$ cat config.mk
export PLATFORM = sky130hd
export DESIGN_NAME = op_stream_loader_flat
export DESIGN_NICKNAME = d
export VERILOG_FILES = /design/src/rtl/op_loader_pkg.sv /design/src/rtl/op_stream_loader_if.sv /design/src/rtl/op_stream_loader_sync_fifo.sv /design/src/rtl/op_stream_loader.sv /design/src/flat_wrapper.sv
export SDC_FILE = /design/constraint.sdc
export NUM_CORES = 1
export LEC_CHECK = 0
export ABC_AREA = 0
export BUFFER_PORTS_ARGS = -buffer_cell sky130_fd_sc_hd__clkbuf_2
export CAP_MARGIN = 20
export CORE_MARGIN = 5
export CORE_UTILIZATION = 45
export DETAILED_ROUTE_END_ITERATION = 8
export PLACE_DENSITY_LB_ADDON = 0.05
export SKIP_CTS_REPAIR_TIMING = 1
export SLEW_MARGIN = 20
export SYNTH_ARGS = -nofsm -noshare
export SYNTH_HDL_FRONTEND = slang
export SYNTH_SLANG_ARGS = --single-unit
$ cat constraint.sdc
create_clock -name clk -period 6.5 [get_ports clk]
set_clock_uncertainty 0.05 [all_clocks]
set_input_delay 0.975 -clock clk [delete_from_list [all_inputs] [get_ports clk]]
set_output_delay 0.975 -clock clk [all_outputs]
set_load 0.02 [all_outputs]
$ cat src/rtl/op_loader_pkg.sv
// Shared constants for the opcode stream loader: opcode values, command codes,
// in_data field positions and the loader state encoding.
package op_loader_pkg;

    localparam logic [2:0] OP_ADD  = 3'd0;
    localparam logic [2:0] OP_ADDP = 3'd1;
    localparam logic [2:0] OP_MAC  = 3'd2;
    localparam logic [2:0] OP_POPC = 3'd4;
    localparam logic [2:0] OP_REV  = 3'd5;
    localparam logic [2:0] OP_JMP  = 3'd6;
    localparam logic [2:0] OP_NOP  = 3'd7;

    localparam logic [2:0] CMD_RUN = 3'b000;

    // in_data layout: [7] kind (0=LOAD, 1=CMD), [6:4] opcode/cmd, [3:0] value/arg
    localparam int KIND_BIT = 7;
    localparam int FIELD_HI = 6;
    localparam int FIELD_LO = 4;
    localparam int ARG_HI   = 3;
    localparam int ARG_LO   = 0;

    typedef enum logic [1:0] {
        ST_IDLE,
        ST_ISSUE,
        ST_RUN
    } state_e;

    // Opcodes 3 and 7 have no cache meaning and are rejected at issue.
    function automatic logic is_valid_op(input logic [2:0] op);
        return (op != 3'd3) && (op != OP_NOP);
    endfunction

endpackage

$ cat src/rtl/op_stream_loader_if.sv
// Byte-stream valid/ready channel feeding the loader.
interface op_stream_if;
    logic       in_valid;
    logic [7:0] in_data;
    logic       in_ready;

    modport master (output in_valid, output in_data, input in_ready);
    modport slave  (input in_valid, input in_data, output in_ready);
endinterface

$ cat src/rtl/op_stream_loader_sync_fifo.sv
// Small synchronous FIFO with wrap-bit pointers; push is ignored when full
// and pop is ignored when empty.
module sync_fifo #(
    parameter int WIDTH = 8,
    parameter int DEPTH = 4
) (
    input  logic                       clk,
    input  logic                       reset,
    input  logic                       push_i,
    input  logic [WIDTH-1:0]           data_i,
    input  logic                       pop_i,
    output logic [WIDTH-1:0]           data_o,
    output logic [$clog2(DEPTH):0]     count_o,
    output logic                       full_o,
    output logic                       empty_o
);
    localparam int AW = $clog2(DEPTH);

    logic [WIDTH-1:0] mem_q [DEPTH];
    logic [AW:0]      wr_q, wr_d;
    logic [AW:0]      rd_q, rd_d;
    logic             do_push, do_pop;

    assign empty_o = (wr_q == rd_q);
    assign full_o  = (wr_q[AW] != rd_q[AW]) && (wr_q[AW-1:0] == rd_q[AW-1:0]);
    assign count_o = wr_q - rd_q;
    assign data_o  = mem_q[rd_q[AW-1:0]];

    assign do_push = push_i && !full_o;
    assign do_pop  = pop_i && !empty_o;
    assign wr_d    = do_push ? wr_q + 1'b1 : wr_q;
    assign rd_d    = do_pop  ? rd_q + 1'b1 : rd_q;

    always_ff @(posedge clk or posedge reset) begin
        if (reset) begin
            wr_q <= '0;
            rd_q <= '0;
        end else begin
            wr_q <= wr_d;
            rd_q <= rd_d;
        end
    end

    always_ff @(posedge clk) begin
        if (do_push) mem_q[wr_q[AW-1:0]] <= data_i;
    end

endmodule

$ cat src/rtl/op_stream_loader.sv
// Buffers LOAD/CMD words, writes valid ops into the opcode cache one per clock
// and drives timed execute runs; tracks fill count, rejects and cache sync.
module op_stream_loader
    import op_loader_pkg::*;
#(
    parameter int FIFO_DEPTH  = 4,
    parameter int CACHE_DEPTH = 32,
    parameter int RUN_UNIT    = 4
) (
    input  logic        clk,
    input  logic        reset,
    op_stream_if.slave  in_bus,
    input  logic        abort,
    input  logic        cache_full,
    output logic        mode,
    output logic [2:0]  op_code,
    output logic [3:0]  op_value,
    output logic        running,
    output logic [5:0]  loaded_count,
    output logic [7:0]  bad_count,
    output logic        drop_full,
    output logic        desync
);
    localparam int          CW        = $clog2(FIFO_DEPTH) + 1;
    localparam int          RUN_W     = $clog2(16 * RUN_UNIT);
    localparam logic [5:0]  CACHE_MAX = 6'(CACHE_DEPTH);
    localparam logic [CW-1:0] CNT_ONE = CW'(1);

    logic [7:0]       word;
    logic [CW-1:0]    fifo_cnt;
    logic             fifo_full, fifo_empty;
    logic             push, pop, drains;
    logic [2:0]       fld;
    logic [3:0]       arg;

    state_e           state_q;
    logic             mode_q, running_q, drop_full_q, desync_q;
    logic [2:0]       op_code_q;
    logic [3:0]       op_value_q;
    logic [5:0]       loaded_q;
    logic [7:0]       bad_q;
    logic [RUN_W-1:0] run_cnt_q;

    assign push = in_bus.in_valid && !fifo_full;
    assign pop  = (state_q != ST_RUN) && !fifo_empty;
    // The word being popped was the last one and nothing refills it this edge.
    assign drains = (fifo_cnt == CNT_ONE) && !push;

    sync_fifo #(.WIDTH(8), .DEPTH(FIFO_DEPTH)) u_fifo (
        .clk     (clk),
        .reset   (reset),
        .push_i  (push),
        .data_i  (in_bus.in_data),
        .pop_i   (pop),
        .data_o  (word),
        .count_o (fifo_cnt),
        .full_o  (fifo_full),
        .empty_o (fifo_empty)
    );

    assign in_bus.in_ready = !fifo_full;
    assign fld = word[FIELD_HI:FIELD_LO];
    assign arg = word[ARG_HI:ARG_LO];

    function automatic logic [7:0] sat_inc(input logic [7:0] v);
        return (v == 8'hFF) ? v : v + 8'd1;
    endfunction

    // Counter is preloaded with length-1 so mode stays high for exactly the run length.
    function automatic logic [RUN_W-1:0] run_len(input logic [3:0] a);
        return RUN_W'((int'(a) + 1) * RUN_UNIT - 1);
    endfunction

    always_ff @(posedge clk or posedge reset) begin
        if (reset) begin
            state_q     <= ST_IDLE;
            mode_q      <= 1'b0;
            op_code_q   <= OP_NOP;
            op_value_q  <= 4'd0;
            running_q   <= 1'b0;
            loaded_q    <= 6'd0;
            bad_q       <= 8'd0;
            drop_full_q <= 1'b0;
            desync_q    <= 1'b0;
            run_cnt_q   <= '0;
        end else begin
            if (cache_full && (loaded_q < CACHE_MAX)) desync_q <= 1'b1;
            mode_q     <= 1'b0;
            op_code_q  <= OP_NOP;
            op_value_q <= 4'd0;
            running_q  <= 1'b0;
            case (state_q)
                ST_IDLE, ST_ISSUE: begin
                    if (!pop) begin
                        state_q <= ST_IDLE;
                    end else if (!word[KIND_BIT]) begin
                        state_q <= drains ? ST_IDLE : ST_ISSUE;
                        if (!is_valid_op(fld)) begin
                            bad_q <= sat_inc(bad_q);
                        end else if (loaded_q == CACHE_MAX) begin
                            drop_full_q <= 1'b1;
                        end else begin
                            op_code_q  <= fld;
                            op_value_q <= arg;
                            loaded_q   <= loaded_q + 6'd1;
                        end
                    end else if ((fld == CMD_RUN) && (loaded_q != 6'd0)) begin
                        state_q   <= ST_RUN;
                        mode_q    <= 1'b1;
                        running_q <= 1'b1;
                        run_cnt_q <= run_len(arg);
                    end else begin
                        state_q <= drains ? ST_IDLE : ST_ISSUE;
                        bad_q   <= sat_inc(bad_q);
                    end
                end
                ST_RUN: begin
                    if (abort || (run_cnt_q == '0)) begin
                        state_q <= fifo_empty ? ST_IDLE : ST_ISSUE;
                    end else begin
                        mode_q    <= 1'b1;
                        running_q <= 1'b1;
                        run_cnt_q <= run_cnt_q - 1'b1;
                    end
                end
                default: state_q <= ST_IDLE;
            endcase
        end
    end

    assign mode         = mode_q;
    assign op_code      = op_code_q;
    assign op_value     = op_value_q;
    assign running      = running_q;
    assign loaded_count = loaded_q;
    assign bad_count    = bad_q;
    assign drop_full    = drop_full_q;
    assign desync       = desync_q;

endmodule
$ cat src/flat_wrapper.sv
// flat-port wrapper written by rule: the top's interface ports become plain ports
module op_stream_loader_flat import op_loader_pkg::*;
#(
    parameter int FIFO_DEPTH  = 4,
    parameter int CACHE_DEPTH = 32,
    parameter int RUN_UNIT    = 4
)
  (clk, reset, abort, cache_full, mode, op_code, op_value, running, loaded_count, bad_count, drop_full, desync, in_bus_in_valid, in_bus_in_data, in_bus_in_ready);
  op_stream_if in_bus_i ();
  input  logic clk;
  input  logic reset;
  input  logic abort;
  input  logic cache_full;
  output logic mode;
  output logic [2:0] op_code;
  output logic [3:0] op_value;
  output logic running;
  output logic [5:0] loaded_count;
  output logic [7:0] bad_count;
  output logic drop_full;
  output logic desync;
  input wire logic [$bits(in_bus_i.in_valid)-1:0] in_bus_in_valid;
  input wire logic [$bits(in_bus_i.in_data)-1:0] in_bus_in_data;
  output wire logic [$bits(in_bus_i.in_ready)-1:0] in_bus_in_ready;
  assign in_bus_i.in_valid = in_bus_in_valid;
  assign in_bus_i.in_data = in_bus_in_data;
  assign in_bus_in_ready = in_bus_i.in_ready;
  op_stream_loader #(.FIFO_DEPTH(FIFO_DEPTH), .CACHE_DEPTH(CACHE_DEPTH), .RUN_UNIT(RUN_UNIT)) u_core (.clk(clk), .reset(reset), .in_bus(in_bus_i), .abort(abort), .cache_full(cache_full), .mode(mode), .op_code(op_code), .op_value(op_value), .running(running), .loaded_count(loaded_count), .bad_count(bad_count), .drop_full(drop_full), .desync(desync));
endmodule
==> impl_metrics.json, run 1 <==
{
  "crit_fanout": 11,
  "crit_type": "register to output port",
  "syn-num-nets": 256,
  "numPortBuffers": 38,
  "syn_area_um2": 3211,
  "hp-class": "register to register",
  "wl_per_cell_um": 15.90,
  "arrival_ps": 1930,
  "ys_dominant_reg_cell": "dfrtp_1",
  "min_to": "u_core.desync",
  "drc": 0,
  "insertion_delay_ps": 350,
  "ant_nets": 0,
  "holdCritStartpoint": "u_core.desync",
  "dp_hpwl_mm": 4.129,
  "synth.avg_cell_area_um2": 14.02,
  "grt_pass1_wl_mm": 9.749,
  "period_share_pct": 45.50,
  "die_w_um": 94.47,
  "leakage_nw": 1.550,
  "fill_cells": 599,
  "tightest_slew_ps": 620.5,
  "critPathMaxStageDelay_ps": 750,
  "grt_max_degree": 39,
  "root_buffer": "clkbuf_8",
  "die_height_um": 94.47,
  "drtIter0Drc": 96,
  "die-area_um2": 8924,
  "cp-startpoint": "u_core.u_fifo.rd_q[0]",
  "finish.net_count": 299,
  "ios": 39,
  "tns_ps": 0,
  "clock_path_buffers": 2,
  "grt_pass1_vias": 1918,
  "r2r_setup_slack_ps": 3740,
  "reg2regPathDepth": 5,
  "cp-start-kind": "register",
  "cts_max_level": 3,
  "grt-ovfl-total": 0,
  "cap_violations": 0,
  "timing.rr.end": "u_core.run_cnt_q[5]",
  "finalHoldViolations": 0,
  "async_flop_share_pct": 54.29,
  "rsz0062_at_grt": "false",
  "max_freq_mhz": 338.2,
  "rows": 30,
  "gp_congestion": 0.7799,
  "cts_tree": "yes",
  "slowest_stage": "dfrtp_1",
  "drt_first_pass_iters": 4,
  "cp-end-kind": "output port",
  "final_max_slew_viol_count": 0,
  "synthCells": 229,
  "synth_seq_cells": 70,
  "wirelength_mm": 5.929,
  "clkTransAtPathRegs_ps": 90,
  "grt_usage_pct": 14.82,
  "initial_utilization_pct": 46.74,
  "ys_seq_area_share_pct": 59.66,
  "min_period_ps": 2957,
  "synth_edf_count": 32,
  "cp.required_ps": 5470,
  "diodes": 0,
  "ir_worst_vdd_uv": 221.4,
  "finalPower_mw": 1.960,
  "numCtsBuffers": 9,
  "crit_chain": "ha_1, nand3b_1, clkbuf_2",
  "antenna_found_initial": 0,
  "cts.sinks": 70,
  "slew_headroom_pct": 58.63,
  "powerDensity_nw_per_um2": 535.6,
  "vias": 1912,
  "utilization_pct": 53.28,
  "drive_gt1_share_pct": 28.88,
  "hold_depth": 1,
  "timing.rr.start": "u_core.u_fifo.rd_q[0]",
  "status": "completed",
  "viasPerCell": 5.126,
  "core_um2": 6869,
  "setup-violations-final": 0,
  "area_growth_pct": 13.99,
  "yosys_warnings": 0,
  "synth_cell_type_count": 48
}
==> critical path: cells and delay by family (launching register included) <==
| kind | cells | cell delay [ps] |
|---|---|---|
| DFF | 1 | 750 |
| adders and majority gates | 1 | 410 |
| buffers and inverters | 1 | 210 |
| and+or+nand+nor | 1 | 210 |
==> layer usage <==
metal	vias up	track usage (%)	wire length (µm)
met5	-	0	0
met4	0	6.130	91
met3	9	4.223	307
met2	48	22.40	2679
met1	924	20.11	2852
li1	931	-	-
==> cell type report <==
cell class / count / area, µm² / area share [%]
Sequential cell: 70 / 1916 / 52.34
Timing Repair Buffer: 39 / 197.7 / 5.402
Tap cell: 96 / 120.1 / 3.282
Multi-Input combinational cell: 139 / 1189 / 32.48
Inverter: 13 / 48.80 / 1.333
Clock inverter: 7 / 65.06 / 1.778
Clock buffer: 9 / 123.9 / 3.385
==> synth_stat cells (2+ instances only) <==
master | instances | area share, %
a21o_1 | 4 | 0.94
a21oi_1 | 5 | 0.78
a22oi_1 | 2 | 0.47
a31oi_1 | 2 | 0.39
and2_1 | 10 | 1.9
and3_1 | 9 | 1.8
buf_4 | 2 | 0.47
buf_6 | 3 | 1.1
dfrtp_1 | 35 | 27
dfstp_2 | 3 | 2.5
edfxtp_1 | 32 | 30
ha_1 | 13 | 5.1
inv_1 | 13 | 1.5
mux2_2 | 2 | 0.70
mux4_2 | 8 | 5.6
nand2_1 | 7 | 0.82
nand2_2 | 3 | 0.58
nand2b_1 | 2 | 0.39
nand3_1 | 7 | 1.1
nand4_1 | 8 | 1.6
nor2_1 | 9 | 1.1
nor2b_1 | 2 | 0.39
nor4_1 | 2 | 0.39
o211ai_1 | 2 | 0.47
o21ai_0 | 4 | 0.62
o2bb2ai_1 | 2 | 0.55
or3_1 | 2 | 0.39
xnor2_1 | 14 | 3.8
xnor2_2 | 2 | 1.0
xor2_1 | 2 | 0.55
==> state kept, by name (all words and copies together) (netlist names) <==
name / count
u_core.u_fifo.mem_q: 32
u_core.bad_count: 8
u_core.loaded_count: 6
u_core.run_cnt_q: 6
u_core.op_value: 4
u_core.op_code: 3
u_core.u_fifo.rd_q: 3
u_core.u_fifo.wr_q: 3
u_core.state_q: 2
u_core.desync: 1
u_core.drop_full: 1
u_core.mode: 1
==> how the worst max path moves through the flow <==
| stage | endpoint | cells past startpoint |
|---|---|---|
| final | in_bus_in_ready | 3 |
| after global routing | in_bus_in_ready | 3 |
| after CTS | in_bus_in_ready | 3 |
| after detailed placement | u_core.run_cnt_q[5] | 5 |
| after global placement | u_core.run_cnt_q[2] | 5 |
| after floorplan | u_core.bad_count[1] | 6 |
==> metrics by stage <==
stage	std cells	hold WS [ps]	instance area, µm²	worst slack, ps
global placement	357	388.3	3471	3734
detailed placement	357	393.3	3471	3722
finish	373	410.1	3660	3543
global route	373	427.2	3660	3407
CTS	373	412.3	3660	3526
floorplan	229	390.7	3211	4231
==> cells in the final DEF (no fill, tap or decap), types with 9 or more instances in the layout <==
master    instances
and2_1           10
and3_1            9
clkbuf_2         38
clkbuf_8          9
dfrtp_1          35
edfxtp_1         32
ha_1             13
inv_1            13
nor2_1            9
xnor2_1          14
==> power breakdown <==
group | internal [mW] | leakage (nW) | switching [mW]
clock network | 0.148 | 0.0943 | 0.190
logic | 0.364 | 0.704 | 0.515
registers | 0.622 | 0.751 | 0.122
total | 1.13 | 1.55 | 0.827
==> logic make-up after synthesis <==
logic type,count (synthesis),share of synthesized area (%)
buffers and inverters,20,3.312
AOI/OAI and AO/OA,30,7.326
adders and majority gates,14,5.690
and+or+nand+nor,66,12.00
xor gates and xnor gates,18,5.378
muxes,11,6.625
DFF,70,59.66
(Power assumes the default switching activity.)
==> inputs of run 2 (changes only) <==
--- a/config.mk
+++ b/config.mk
@@ -5,7 +5,7 @@
 export SDC_FILE = /design/constraint.sdc
 export NUM_CORES = 1
 export LEC_CHECK = 0
-export ABC_AREA = 0
+export ABC_AREA = 1
 export BUFFER_PORTS_ARGS = -buffer_cell sky130_fd_sc_hd__clkbuf_2
 export CAP_MARGIN = 20
 export CORE_MARGIN = 5
==> constraint.sdc (replaced) <==
create_clock -name clk -period 2.84 [get_ports clk]
set_clock_uncertainty 0.05 [all_clocks]
set_input_delay 0.426 -clock clk [delete_from_list [all_inputs] [get_ports clk]]
set_output_delay 0.426 -clock clk [all_outputs]
set_load 0.02 [all_outputs]
==> run 2 against run 1 <==
Against the previous run: worst hold slack got worse by 280 ps; clock-buffer cell count unchanged; non-clock buffer count increased by 7.
==> impl_metrics.json, run 2 <==
{
  "vias": 2383,
  "ys_dominant_reg_cell": "dfrtp_1",
  "clock_path_buffers": 2,
  "synth.most_common_cell": "nand2_1",
  "tightest_slew_ps": 604.1,
  "wirelength_mm": 6.580,
  "tns_ps": 0,
  "status": "completed",
  "ant_nets": 0,
  "insertion_delay_ps": 340,
  "cts.sinks": 70,
  "critPathMaxStageDelay_ps": 640,
  "grt_usage_pct": 14.99,
  "fill_cells": 701,
  "die_w_um": 96.89,
  "finalHoldViolations": 0,
  "wl_per_cell_um": 13.21,
  "leakage_nw": 1.824,
  "finish.net_count": 421,
  "synth_top_cell_by_area": "edfxtp_1",
  "design_area_um2": 3904,
  "cp-start-kind": "register",
  "slowest_stage": "dfrtp_1",
  "grt_max_degree": 39,
  "grt_pass1_wl_mm": 11.38,
  "area_growth_pct": 14.92,
  "drive_gt1_share_pct": 23.31,
  "final_cell_mix": "nand2_1 (94), clkbuf_2 (38), dfrtp_1 (35)",
  "clkPwrFrac_pct": 16.3,
  "async_flop_share_pct": 54.29,
  "max_freq_mhz": 455.9,
  "cp.required_ps": 2360,
  "dp_cells": 482,
  "hp-class": "input pin to async pin",
  "fin_cells": 498,
  "ios": 39,
  "cts_tree": "yes",
  "holdWs_ps": 125.6,
  "rows": 31,
  "netlist_top_cells_area": "edfxtp_1 (28%), dfrtp_1 (26%), nand2_1 (10%)",
  "slew_headroom_pct": 59.30,
  "dp_hpwl_mm": 4.750,
  "final_common_cell": "nand2_1",
  "place_ws_ps": 722.6,
  "antenna_found_initial": 0,
  "yosys_warnings": 0,
  "p_sw_mw": 2.110,
  "internal_power_mw": 2.586,
  "cap_violations": 0,
  "syn_area_um2": 3397,
  "drt_first_pass_iters": 4,
  "crit_type": "register to output port",
  "arrival_ps": 1720,
  "crit_chain": "ha_1, nand4_1, clkbuf_2",
  "ir_worst_vdd_uv": 464.5,
  "numPortBuffers": 38,
  "utilization_pct": 53.53,
  "die-area_um2": 9387,
  "root_buffer": "clkbuf_8",
  "largest_reg_flops": 32,
  "finalPower_mw": 4.696,
  "fin_ws_ps": 646.6,
  "post_dp_cell_area_um2": 3715,
  "yosys.area.top_type_share_pct": 28.29,
  "rsz0062_at_grt": "false",
  "cp-end-kind": "output port",
  "synthCells": 344,
  "period_share_pct": 77.23,
  "initial_utilization_pct": 46.59,
  "synth_seq_cells": 70,
  "grt-ovfl-total": 0,
  "viasPerCell": 4.785,
  "ys_seq_area_share_pct": 56.39,
  "crit_fanout": 13,
  "final_max_slew_viol_count": 0,
  "die_height_um": 96.89,
  "diodes": 0,
  "seq_power_share_pct": 35.1,
  "pwr-share-comb_pct": 48.6,
  "synth.avg_cell_area_um2": 9.875,
  "synth_common_cells": "nand2_1 (94), dfrtp_1 (35), nand3_1 (34)",
  "syn-num-nets": 371,
  "synth_cell_type_count": 34,
  "numCtsBuffers": 9,
  "min_period_ps": 2193,
  "core_um2": 7292,
  "synth_edf_count": 32,
  "drtIter0Drc": 48,
  "clkTransAtPathRegs_ps": 70,
  "powerDensity_nw_per_um2": 1203,
  "setup-violations-final": 0,
  "drc": 0,
  "p_sw_share_pct": 44.93,
  "cts_max_level": 3,
  "grt_pass1_vias": 2381,
  "gp_congestion": 0.7644
}
run 2: cell count changes after synthesis, moves of 9 or more:
cell,delta
and2_1,-10
and3_1,-9
inv_1,+16
nand2_1,+87
nand3_1,+27
nor2_1,+14
xnor2_1,-10
xor2_1,+10
run 2: critical path: cells and delay by family (launching register included):
kind | cells | cell delay (ps)
fa+ha+maj | 1 | 370
flops | 1 | 640
buf+inv | 1 | 190
simple gates | 1 | 170
run 2: kinds of logic (layout without fill, tap and decap cells):
kind of cell | Yosys count | after routing | synth area share (%)
flip-flops | 70 | 70 | 56.39
adder cells (fa/ha/maj) | 14 | 14 | 5.378
buffers and inverters | 38 | 93 | 5.193
AND/OR/NAND/NOR | 181 | 181 | 24.75
XOR/XNOR | 16 | 16 | 4.125
AO/OA/AOI/OAI | 25 | 25 | 4.162
run 2: worst paths after layout:
check | start | end | slack, ps | depth (start not counted)
worst max-delay path | u_core.u_fifo.rd_q[0] | in_bus_in_ready | 650 | 3
worst min register to register | u_core.desync | u_core.desync | 410 | 1
worst max register to register | u_core.u_fifo.rd_q[0] | u_core.run_cnt_q[5] | 700 | 11
min in group clk | in_bus_in_data[6] | u_core.u_fifo.mem_q[0][6] | 250 | 1
max in group asynchronous | reset | u_core.op_code[2] | 2260 | 3
worst min-delay path | reset | u_core.state_q[1] | 130 | 3
run 2: metal layers:
layer	GRT usage [%]	routed length, µm
met1	19.13	3104
met2	24.63	3082
met3	3.022	262
met4	6.587	131
met5	0	0
run 2: power groups by stage:
stage | logic, mW | registers (mW) | clock network, mW
final | 2.28 | 1.65 | 0.766
after global routing | 2.61 | 1.69 | 0.830
after CTS | 2.32 | 1.65 | 0.788
after detailed placement | 2.30 | 1.67 | 0
after global placement | 2.27 | 1.67 | 0
after floorplan | 1.66 | 1.74 | 0
run 2: final cells by class:
cell class	count	area, µm²	share of cell area (%)
flip-flops and latches	70	1916	49.07
multi-input cells	236	1305	33.43
repair buffers	46	250.2	6.410
clock buffers	9	123.9	3.173
well taps	99	123.9	3.173
inverters	31	120.1	3.077
clock inverters	7	65.06	1.667
==> inputs of run 3 (changes only) <==
==> constraint.sdc (replaced) <==
create_clock -name clk -period 1.8 [get_ports clk]
set_clock_uncertainty 0.05 [all_clocks]
set_input_delay 0.27 -clock clk [delete_from_list [all_inputs] [get_ports clk]]
set_output_delay 0.27 -clock clk [all_outputs]
set_load 0.02 [all_outputs]
==> run 3 against run 2 <==
Against the previous run: cell area increased by 10%; total power increased by 83%; clock-buffer cell count unchanged; non-clock buffer count increased by 27; sequential share of layout area decreased by 4.5 points; via count increased by 4.4%; clock power increased by 61%; global-route usage increased by 0.74 points; critical path depth increased by 7; worst hold slack got worse by 46 ps; core utilization increased by 5.5 points; largest cell class unchanged; highest routed layer unchanged.
==> impl_metrics.json, run 3 (same netlist as run 2, synthesis figures left out) <==
{
  "status": "completed",
  "clkTransAtPathRegs_ps": 80,
  "tightest_slew_ps": 481.0,
  "holdWs_ps": 80.02,
  "die_height_um": 96.89,
  "die_w_um": 96.89,
  "ir_worst_vdd_uv": 779.1,
  "max_freq_mhz": 566.4,
  "initial_utilization_pct": 46.59,
  "internal_power_mw": 4.841,
  "powerDensity_nw_per_um2": 1991,
  "utilization_pct": 59.03,
  "clock_path_buffers": 2,
  "rows": 31,
  "cp-start-kind": "register",
  "drive_gt1_share_pct": 32.79,
  "cp-startpoint": "u_core.u_fifo.rd_q[0]",
  "pwr-share-comb_pct": 55.7,
  "rsz0062_at_grt": "true",
  "finalHoldViolations": 0,
  "cp.required_ps": 1990,
  "cp-end-kind": "register",
  "wl_per_cell_um": 13.23,
  "slew_headroom_pct": 67.94,
  "dp_hpwl_mm": 4.886,
  "antenna_found_initial": 0,
  "die-area_um2": 9387,
  "viasPerCell": 4.732,
  "grt_pass1_vias": 2375,
  "vias": 2489,
  "final_common_cell": "nand2_1",
  "arrival_ps": 1960,
  "gp_congestion": 0.7505,
  "seq_power_share_pct": 30.0,
  "cap_violations": 0,
  "min_period_ps": 1766,
  "timing.rr.start": "u_core.u_fifo.rd_q[0]",
  "p_sw_share_pct": 43.53,
  "finish.net_count": 449,
  "root_buffer": "clkbuf_8",
  "largest_reg_flops": 32,
  "wirelength_mm": 6.959,
  "cts.sinks": 70,
  "period_share_pct": 98.09,
  "p_sw_mw": 3.731,
  "numPortBuffers": 38,
  "area_growth_pct": 26.70,
  "cts_tree": "yes",
  "final_max_slew_viol_count": 0,
  "numCtsBuffers": 9,
  "timing.rr.end": "u_core.bad_count[0]",
  "grt-ovfl-total": 0,
  "drt_first_pass_iters": 5,
  "multiInputGateArea_um2": 1441,
  "finalPower_mw": 8.571,
  "reg2regPathDepth": 10,
  "crit_type": "register to register",
  "core_um2": 7292,
  "seqCellArea_um2": 1917,
  "r2r_setup_slack_ps": 30,
  "leakage_nw": 1.989,
  "ant_nets": 0,
  "crit_fanout": 8,
  "fill_cells": 657,
  "crit_path_end": "u_core.bad_count[0]",
  "ios": 39,
  "grt_pass1_wl_mm": 11.72,
  "final_cell_mix": "nand2_1 (87), clkbuf_2 (37), dfrtp_1 (34)",
  "grt_usage_pct": 15.73,
  "drtIter0Drc": 71,
  "setup-violations-final": 0,
  "clkPwrFrac_pct": 14.3,
  "grt_max_degree": 39,
  "hp-class": "input pin to register",
  "cts_max_level": 3,
  "diodes": 0,
  "drc": 0,
  "insertion_delay_ps": 350
}
==> run 3: worst min-delay path by stage <==
stage                           start                         to  slack, ps  cells after the start
finish                     cache_full              u_core.desync         80                      2
global route               cache_full              u_core.desync         70                      2
CTS                             reset     u_core.loaded_count[4]        -40                      3
detailed placement              reset     u_core.loaded_count[4]        350                      3
global placement                reset              u_core.desync        340                      3
floorplan           in_bus_in_data[0]  u_core.u_fifo.mem_q[0][0]        320                      0
==> run 3: per-stage QoR <==
stage	cells	worst slack, ps	setup TNS [ps]	instance area, µm²
global route	526	-93.39	-968.7	4304
floorplan	344	-9.689	-86.59	3475
CTS	516	-78.63	-400.8	4128
finish	526	34.36	0	4304
detailed placement	500	-27.57	-51.38	3940
global placement	500	-25.82	-32.64	3940
==> run 3: power by group through the flow <==
stage / Combinational (mW) / Clock [mW] / Sequential, mW
4_1_cts: 4.35 / 1.26 / 2.56
5_1_grt: 5.35 / 1.33 / 2.65
6_report: 4.77 / 1.23 / 2.58
2_1_floorplan: 2.79 / 0 / 2.76
3_5_place_dp: 4.32 / 0 / 2.59
3_3_place_gp: 4.26 / 0 / 2.58
==> run 3: area by class of cell <==
class | count | area share [%]
multi-input combinational | 237 | 33.49
clock inverter | 7 | 1.483
timing repair buffer | 73 | 11.89
tap | 99 | 2.878
clock buffer | 9 | 2.878
inverter | 31 | 2.849
sequential | 70 | 44.53
==> run 3: critical path, cell delays in order (launching register included) <==
cell and delay [ps]:
dfrtp_2 490, inv_6 120, buf_6 120, nand2_1 50
nand3_1 80, nand2_2 90, nor2_4 130, nor2_4 70
nor2_4 200, nand2_8 100, xor2_1 150
==> run 3: layer usage <==
layer,GRT usage [%],share of wire (%),vias to the layer above
met5,0,0,-
met4,8.099,2.3,0
met1,21.46,48,1145
met2,23.30,46,49
met3,3.669,4.3,12
li1,-,-,1283
